$ cat src/rtl/signext_reg.sv
// LEGv8 decode-stage immediate extractor.
// Registers the extended immediate one cycle after the instruction.
module signext_reg (
    input  logic        clk,
    input  logic        reset_n,
    input  logic        in_valid,
    input  logic [31:0] instruction,
    output logic        out_valid,
    output logic [63:0] result,
    output logic [1:0]  imm_kind,
    output logic        illegal
);

    logic        is_cb;
    logic        is_mem;
    logic        is_addi;
    logic [63:0] next_result;
    logic [1:0]  next_kind;
    logic        next_illegal;

    assign is_cb   = instruction[31:25] == 7'b1011010;
    assign is_mem  = (instruction[31:21] == 11'b11111000010) ||
                     (instruction[31:21] == 11'b11111000000);
    assign is_addi = instruction[31:22] == 10'b1001000100;

    // Decode the opcode prefix and extend the matching immediate field
    always_comb begin
        next_result  = 64'd0;
        next_kind    = 2'd0;
        next_illegal = 1'b0;
        unique case (1'b1)
            is_cb: begin
                next_result = {{45{instruction[23]}}, instruction[23:5]};
                next_kind   = 2'd1;
            end
            is_mem: begin
                next_result = {{55{instruction[20]}}, instruction[20:12]};
                next_kind   = 2'd2;
            end
            is_addi: begin
                next_result = {52'd0, instruction[21:10]};
                next_kind   = 2'd3;
            end
            default: begin
                next_illegal = 1'b1;
            end
        endcase
    end

    // Capture the decode on valid cycles; hold the payload otherwise
    always_ff @(posedge clk) begin
        if (!reset_n) begin
            out_valid <= 1'b0;
            result    <= 64'd0;
            imm_kind  <= 2'd0;
            illegal   <= 1'b0;
        end else begin
            out_valid <= in_valid;
            if (in_valid) begin
                result   <= next_result;
                imm_kind <= next_kind;
                illegal  <= next_illegal;
            end
        end
    end

endmodule

$ cat config.mk
export PLATFORM = sky130hd
export DESIGN_NAME = signext_reg
export DESIGN_NICKNAME = d
export VERILOG_FILES = /design/src/rtl/signext_reg.sv
export SDC_FILE = /design/constraint.sdc
export NUM_CORES = 1
export LEC_CHECK = 0
export BUFFER_PORTS_ARGS = -buffer_cell sky130_fd_sc_hd__buf_4
export CAP_MARGIN = 20
export CORE_MARGIN = 5
export CORE_UTILIZATION = 25
export CTS_CLUSTER_DIAMETER = 60
export DETAILED_ROUTE_END_ITERATION = 12
export GPL_ROUTABILITY_DRIVEN = 0
export GPL_TIMING_DRIVEN = 1
export PLACE_DENSITY = 0.61
export SLEW_MARGIN = 0
export SYNTH_ARGS = -nofsm -noshare
export SYNTH_HDL_FRONTEND = slang
export SYNTH_SLANG_ARGS = --single-unit
$ cat constraint.sdc
create_clock -name clk -period 2 [get_ports clk]
set_input_delay 0.1 -clock clk [delete_from_list [all_inputs] [get_ports clk]]
set_output_delay 0.1 -clock clk [all_outputs]
set_load 0.01 [all_outputs]
# [After elaboration in Yosys (flattened, before gate mapping)]
# Index checks and enable logic that the tools add are counted.
[totals] reg_bits=68 in_bits=35 output_inout_bits=68 elab_cells=13
[classes] n_reduce_logical=2 n_mux=3 eq_ne=4
[op_table] cell="$pmux W64 S3" n=1
[op_table] cell="$eq A11 B11 Y1 const B" n=2
[op_table] cell="$eq A10 B10 Y1 const B" n=1
[op_table] cell="$eq A7 B7 Y1 const B" n=1
[op_table] cell="$pmux W2 S3" n=1
[op_table] cell="$reduce_or A3 Y1" n=1
[op_table] cell="$logic_or A1 B1 Y1" n=1
[op_table] cell="$mux W1" n=1

# [Longest topological paths before layout]
# Gate-level depths: netlist of the first run.
[depth] word_depth=4 ltp_mapped=7 ltp_nobuf=5

# [Least setup slack after synthesis of the first run]
# No wires, ideal clock.
[synth_timing] path_type="register to output" start="register, netlist name result[62]" end="output result[19]" t_required_ps=1900 slack_ps=559 t_arrival_ps=1341 path_buffers=1 stages_incl_launch_ff=2 path_cell_list="dfxtp_1 buf_4"
[synth_lines] element="to (decl)" line="9" source="output logic [63:0] result,"

==> results of run 1 <==
## cell families (layout without fill, tap and decap cells)
logic type             count (synthesis)  in the layout  synth area share (%)
DFF                                   23             23                  31.2
AOI/OAI and AO/OA                     46             46                  22.6
buffers and inverters                 56            105                  29.6
and+or+nand+nor                       46             46                  16.7
## routing by layer
layer | wire length (um) | share of wire [%] | track usage, %
met1 | 1700 | 42 | 13.1
met2 | 1790 | 44 | 16.4
met3 | 558 | 14 | 4.26
met4 | 17 | 0.42 | 0.850
met5 | 0 | 0 | 0
## worst max path at each step
stage,slack (ps),end,startpoint
final,760,result[32],result[62]
after global routing,640,result[12],instruction[26]
after CTS,740,result[32],result[62]
after detailed placement,510,result[10],instruction[26]
after global placement,520,result[9],instruction[26]
after floorplan,560,result[19],result[62]
## stage by stage
stage                     instance area [um^2]  setup WS, ps  instances
after floorplan                           1480           559        171
after global placement                    1880           524        290
after detailed placement                  1880           507        290
after CTS                                 1920           740        294
after global routing                      1930           644        295
final                                     1930           760        295
## area by class of cell
cell class              count  share of cell area, %
well taps                  75                   4.86
flip-flops and latches     23                   23.8
multi-input cells          92                   30.1
clock buffers               3                   2.14
repair buffers             99                   38.5
inverters                   2                  0.389
clock inverters             1                  0.259
## layout by cell type (no fill, tap or decap), types with 5 or more instances in the layout
cell      count
a21oi_1      10
a222oi_1      5
a32oi_1       5
buf_4        99
dfxtp_1      23
nand2_1      18
nor2_1       12
o21ai_0       5
o21ai_1      10
## power by group through the flow
stage	clock (mW)	sequential [mW]	combinational (mW)
after floorplan	0	0.475	0.0314
after global routing	0.315	0.463	0.111
after CTS	0.297	0.463	0.101
after detailed placement	0	0.473	0.101
final	0.286	0.463	0.102
after global placement	0	0.473	0.101
## registers in the layout, summed over array words and instances, names as in the netlist
signal and cells:
result 19, imm_kind 2, illegal 1, out_valid 1
## synth_stat cells, types with 2 or more instances
cell       instances  area share [%]
nor2b_1            3             1.3
a222oi_1           5             3.4
buf_6              4             3.0
nor2_1            12             3.0
o2bb2ai_1          3             1.8
nand2_1           18             4.6
a21oi_1           10             3.4
a32oi_1            5             3.0
o21ai_0            5             1.7
dfxtp_1           23              31
inv_1              2            0.51
buf_4             47              24
and2_1             3             1.3
o21ai_1           10             3.4
==> results.md, run 1 <==
* PD cells at between 400 and 500 nW/um^2
* Max-slew headroom at 66.3%
* Final Hold Viols at 0
* Max Root-Sink Buffers at 2
* Setup violations, final at 0
* Gr ovfl total at 0
* Layout Skew at 0 ps
* Post-synthesis sequential area ratio at between 30% and 40%
* Crit share post-route at between 60 and 70%
* Layout Nets at between 200 and 300
* Largest net degree at the start of global routing at 48
* Ys Warns at 0
* Switching pwr at roughly 0.20 mW
* EDFF count, synth at 0
* HP Start: reset_n
* CTS Buf Count at 3
* Initial DRC Count at 101
* Setup_tns at 0 ps
* Stages on the worst setup path at 2
* Worst Path Buf+Inv at 2
* H-tree levels at 1
* Cell variety after synth at 35
* Initial core utilization at 25.3%
* CTS resizes at 0
* Top Ports at between 100 and 150
* Hold Buf Count CTS at 0
* Worst EP arrival at approximately 1100 ps
* Clock Power Share at 33.6%
* Vias post-DR at roughly 1300
* Mapped cell area at 1480 um^2
* Worst Path Required at between 1500 and 2000 ps
* Port Buffers at between 90 and 100
* Row cnt at 28
* Share of post-route cells with drive strength above 1 at 50.9%
* Core Util, Final at about a third
* Crit path cell chain: buf_4 -> buf_4
* Chip width at between 80 and 90 um
* Final WL at 4060 um
* Clk slew on worst S/H paths at 80 ps
* Post-route ant nets at 0
* Pint at ~0.65 mW
* DR WL/cell at 13.8 um
* Worst-Skew Late Latency at 260 ps
* Min Clock Period, post-route at around 1200 ps
* Crit path largest cell delay at between 300 and 400 ps
* Global-route wire length before repair at 6070 um
* Slowest CP cell: buf_4
* DRT Pass-1 Iters at 5
* Worst R2R Setup Slack at about 1100 ps
* Die ar. at roughly 7500 um^2
* CP top delay family: buffers and inverters
* Number of remaining DRC errors at 0
* Die H at 86.9 um
* Reg2Reg Depth at 3
* Register Area at between 400 and 500 um^2
* Synthesized instance count at 171
* Total power draw at roughly 0.85 mW
* Ys async rst share at 0%
* RSZ-0062 raised after global routing: no
* Crit path top cell by count: buf_4
* Post-CTS setup buffers at 0
* Top FF cell, synth: dfxtp_1
* Sw frac at around a quarter
* Max Slew Vio Count at 0
* Worst-case vdd ir drop at 0.000228 V
* Hold Crit Class: primary input to register
* P_leak at ~0.88 nW
* Least-Margin Pin Slew at 506 ps
* Clock Root Buffer: clkbuf_8
* Flop pwr share at between 50% and 60%
* Ant diodes at 0
* Yosys reg bits at 23
* FF-to-FF Start: result[62]
* Status: complete, no violations
* Reg2reg end: result[62]
* Critical path capture point type: output port
* Total GRT Usage at a little over 10%
* Setup Crit Path Kind: register to output port
* Mapped Nets at around 200
* Vias in the first global route at ~1200
* CTS tree: yes
* Hold slack final at slightly above 100 ps
* Hold Path Depth at 2
* # fillers at about 630
* Largest fanout on the critical path at 47
* Average cell area after synthesis at ~8.6 um^2
* Area delta synth->final at 30.7%
* Max Clk Rate at approximately 810 MHz
* Hold endpoint: imm_kind[0]
* CTS sink cnt at 23
* Max_cap viols at 0
* Area of the multi-input gates at 581 um^2
* Initial antenna violation count at 0
* Setup crit start kind: register
* DP Wirelength at 3300 um
* Vias/cell at between 4 and 5
* Core area at 5850 um^2
* Power share of the combinational group at 12.0%
No activity file was read; power rests on OpenSTA's default activity.
==> run 2: changes to the inputs <==
PLACE_DENSITY = 0.63   (was 0.61)
clock period = 1.01 ns   (was 2 ns; I/O delays follow)
==> results.md, run 2 (synthesis gave the netlist of run 1 again) <==
* Status: complete, no violations
* Reg2Reg Depth at 3
* Crit path largest cell delay at about 400 ps
* CP top delay family: flip-flops
* Commonest non-fill, non-tap cell in the layout: buf_4
* Max_cap viols at 0
* Worst Path Buf+Inv at 2
* Clock Power Share at 33.4%
* Critical path capture point type: output port
* Hold Crit Class: primary input to register
* Ant diodes at 0
* Initial core utilization at 25.3%
* Largest register FFs at 19
* Crit path cell chain: buf_12 -> buf_4
* Vias in the first global route at ~1300
* Clk slew on worst S/H paths at about 90 ps
* Pint at between 1 and 1.5 mW
* Vias post-DR at ~1400
* Initial DRC Count at 38
* Sw frac at between 20% and 30%
* Power share of the combinational group at between 10 and 15%
* CTS tree: yes
* Final WL at 4220 um
* Biggest register: result
* Die H at between 80 and 90 um
* Total GRT Usage at a little over a tenth
* Least-Margin Pin Slew at between 600 and 700 ps
* FF-to-FF Start: result[2]
* P_leak at roughly 0.96 nW
* Hold slack final at ~44 ps
* Worst-Skew Late Latency at approximately 260 ps
* Post-route design area at approximately 2100 um^2
* Max Clk Rate at approximately 1000 MHz
* Largest fanout on the critical path at 23
* HP Start: instruction[20]
* DR WL/cell at ~14 um
* Hold endpoint: result[15]
* Worst EP arrival at 950 ps
* Number of remaining DRC errors at 0
* Slowest CP cell: dfxtp_4
* DRT Pass-1 Iters at 4
* Clock Root Buffer: clkbuf_8
* Core area at ~5900 um^2
* Hold Path Depth at 3
* Vias/cell at 4.53
* Layout Skew at 0 ps
* Worst-case vdd ir drop at about 0.00048 V
* Max Slew Vio Count at 0
* Global-route wire length before repair at between 6000 and 7000 um
* Area delta synth->final at 42.5%
* Flop pwr share at between 50% and 60%
* DP Wirelength at between 3000 and 4000 um
* Min Clock Period, post-route at around 1000 ps
* Most frequent cells in the layout: buf_4 (109), dfxtp_1 (22), nand2_1 (18)
* Gr ovfl total at 0
* CTS sink cnt at 23
* Chip width at just under 90 um
* RSZ-0062 raised after global routing: yes
* Top flop regs: result: 19 flops, imm_kind: 2 flops
* Setup Crit Path Kind: register to output port
* Setup violations, final at 0
* H-tree levels at 1
* Share of post-route cells with drive strength above 1 at a little under three fifths
* Largest net degree at the start of global routing at 24
* Final Hold Viols at 0
* Dpl cell area at approximately 2000 um^2
* Switching pwr at slightly above 0.4 mW
* Total power draw at between 1.5 and 2 mW
* Max-slew headroom at roughly three fifths
* Port Buffers at 97
* Worst R2R Setup Slack at between 200 and 300 ps
* Layout Nets at 270
* Setup crit start kind: register
* Fin worst setup slack at roughly 8.4 ps
* Die ar. at 7550 um^2
* Worst Path Required at roughly 960 ps
* Initial antenna violation count at 0
* Reg2reg end: result[2]
* Max Root-Sink Buffers at 2
* Crit share post-route at ~100%
* CTS Buf Count at 3
* Top Ports at a little over 100
* Post-route ant nets at 0
* Row cnt at 28
* Post-CTS setup buffers at 0
* PD cells at 824 nW/um^2
* Place WS at -266 ps
* Core Util, Final at a little over a third
run 2: power by group through the flow:
| stage | logic [mW] | clock network [mW] | registers (mW) |
|---|---|---|---|
| CTS | 0.236 | 0.590 | 0.913 |
| global placement | 0.232 | 0 | 0.938 |
| detailed placement | 0.235 | 0 | 0.937 |
| floorplan | 0.0648 | 0 | 0.941 |
| finish | 0.242 | 0.579 | 0.913 |
| global route | 0.263 | 0.622 | 0.915 |
run 2: worst min-delay path: stages:
cell      delay (ps)
buf_4             90
o211ai_1          70
nand2_1           60
run 2: cell type report:
type,instances,area (um^2)
clock buffer,3,41.3
clock inverter,1,5.00
fill,617,3740
inverter,2,7.51
multi-input combinational,92,602
sequential,23,464
tap,75,93.8
timing repair buffer,113,892
run 2: worst max-delay path by stage:
stage | slack (ps) | to | from | cells past startpoint
after floorplan | -160 | result[5] | instruction[29] | 7
final | 8 | result[38] | result[62] | 2
after detailed placement | -270 | result[3] | instruction[28] | 5
after global routing | -30 | result[30] | result[62] | 2
after global placement | -230 | result[3] | instruction[28] | 5
after CTS | -8 | result[38] | result[62] | 2
run 2: stage by stage:
stage / setup TNS, ps / cells
2_1_floorplan: -1560 / 171
3_3_place_gp: -4330 / 304
3_5_place_dp: -4520 / 304
4_1_cts: -83.3 / 309
5_1_grt: -1240 / 309
6_report: 0 / 309
run 2: routing by layer:
layer | global-route usage [%] | vias up | routed length (um)
met4 | 2.55 | 0 | 28
met5 | 0 | - | 0
met1 | 12.8 | 618 | 1710
met3 | 4.45 | 4 | 738
li1 | - | 678 | -
met2 | 17.5 | 99 | 1740
run 2: repair_timing:
item | in CTS | in global routing
hold buffers | 0 | 0
pin swaps | 0 | 10
cloned | 1 | 0
gates resized for setup | 2 | 5
setup endpoints to repair | 46 | 65
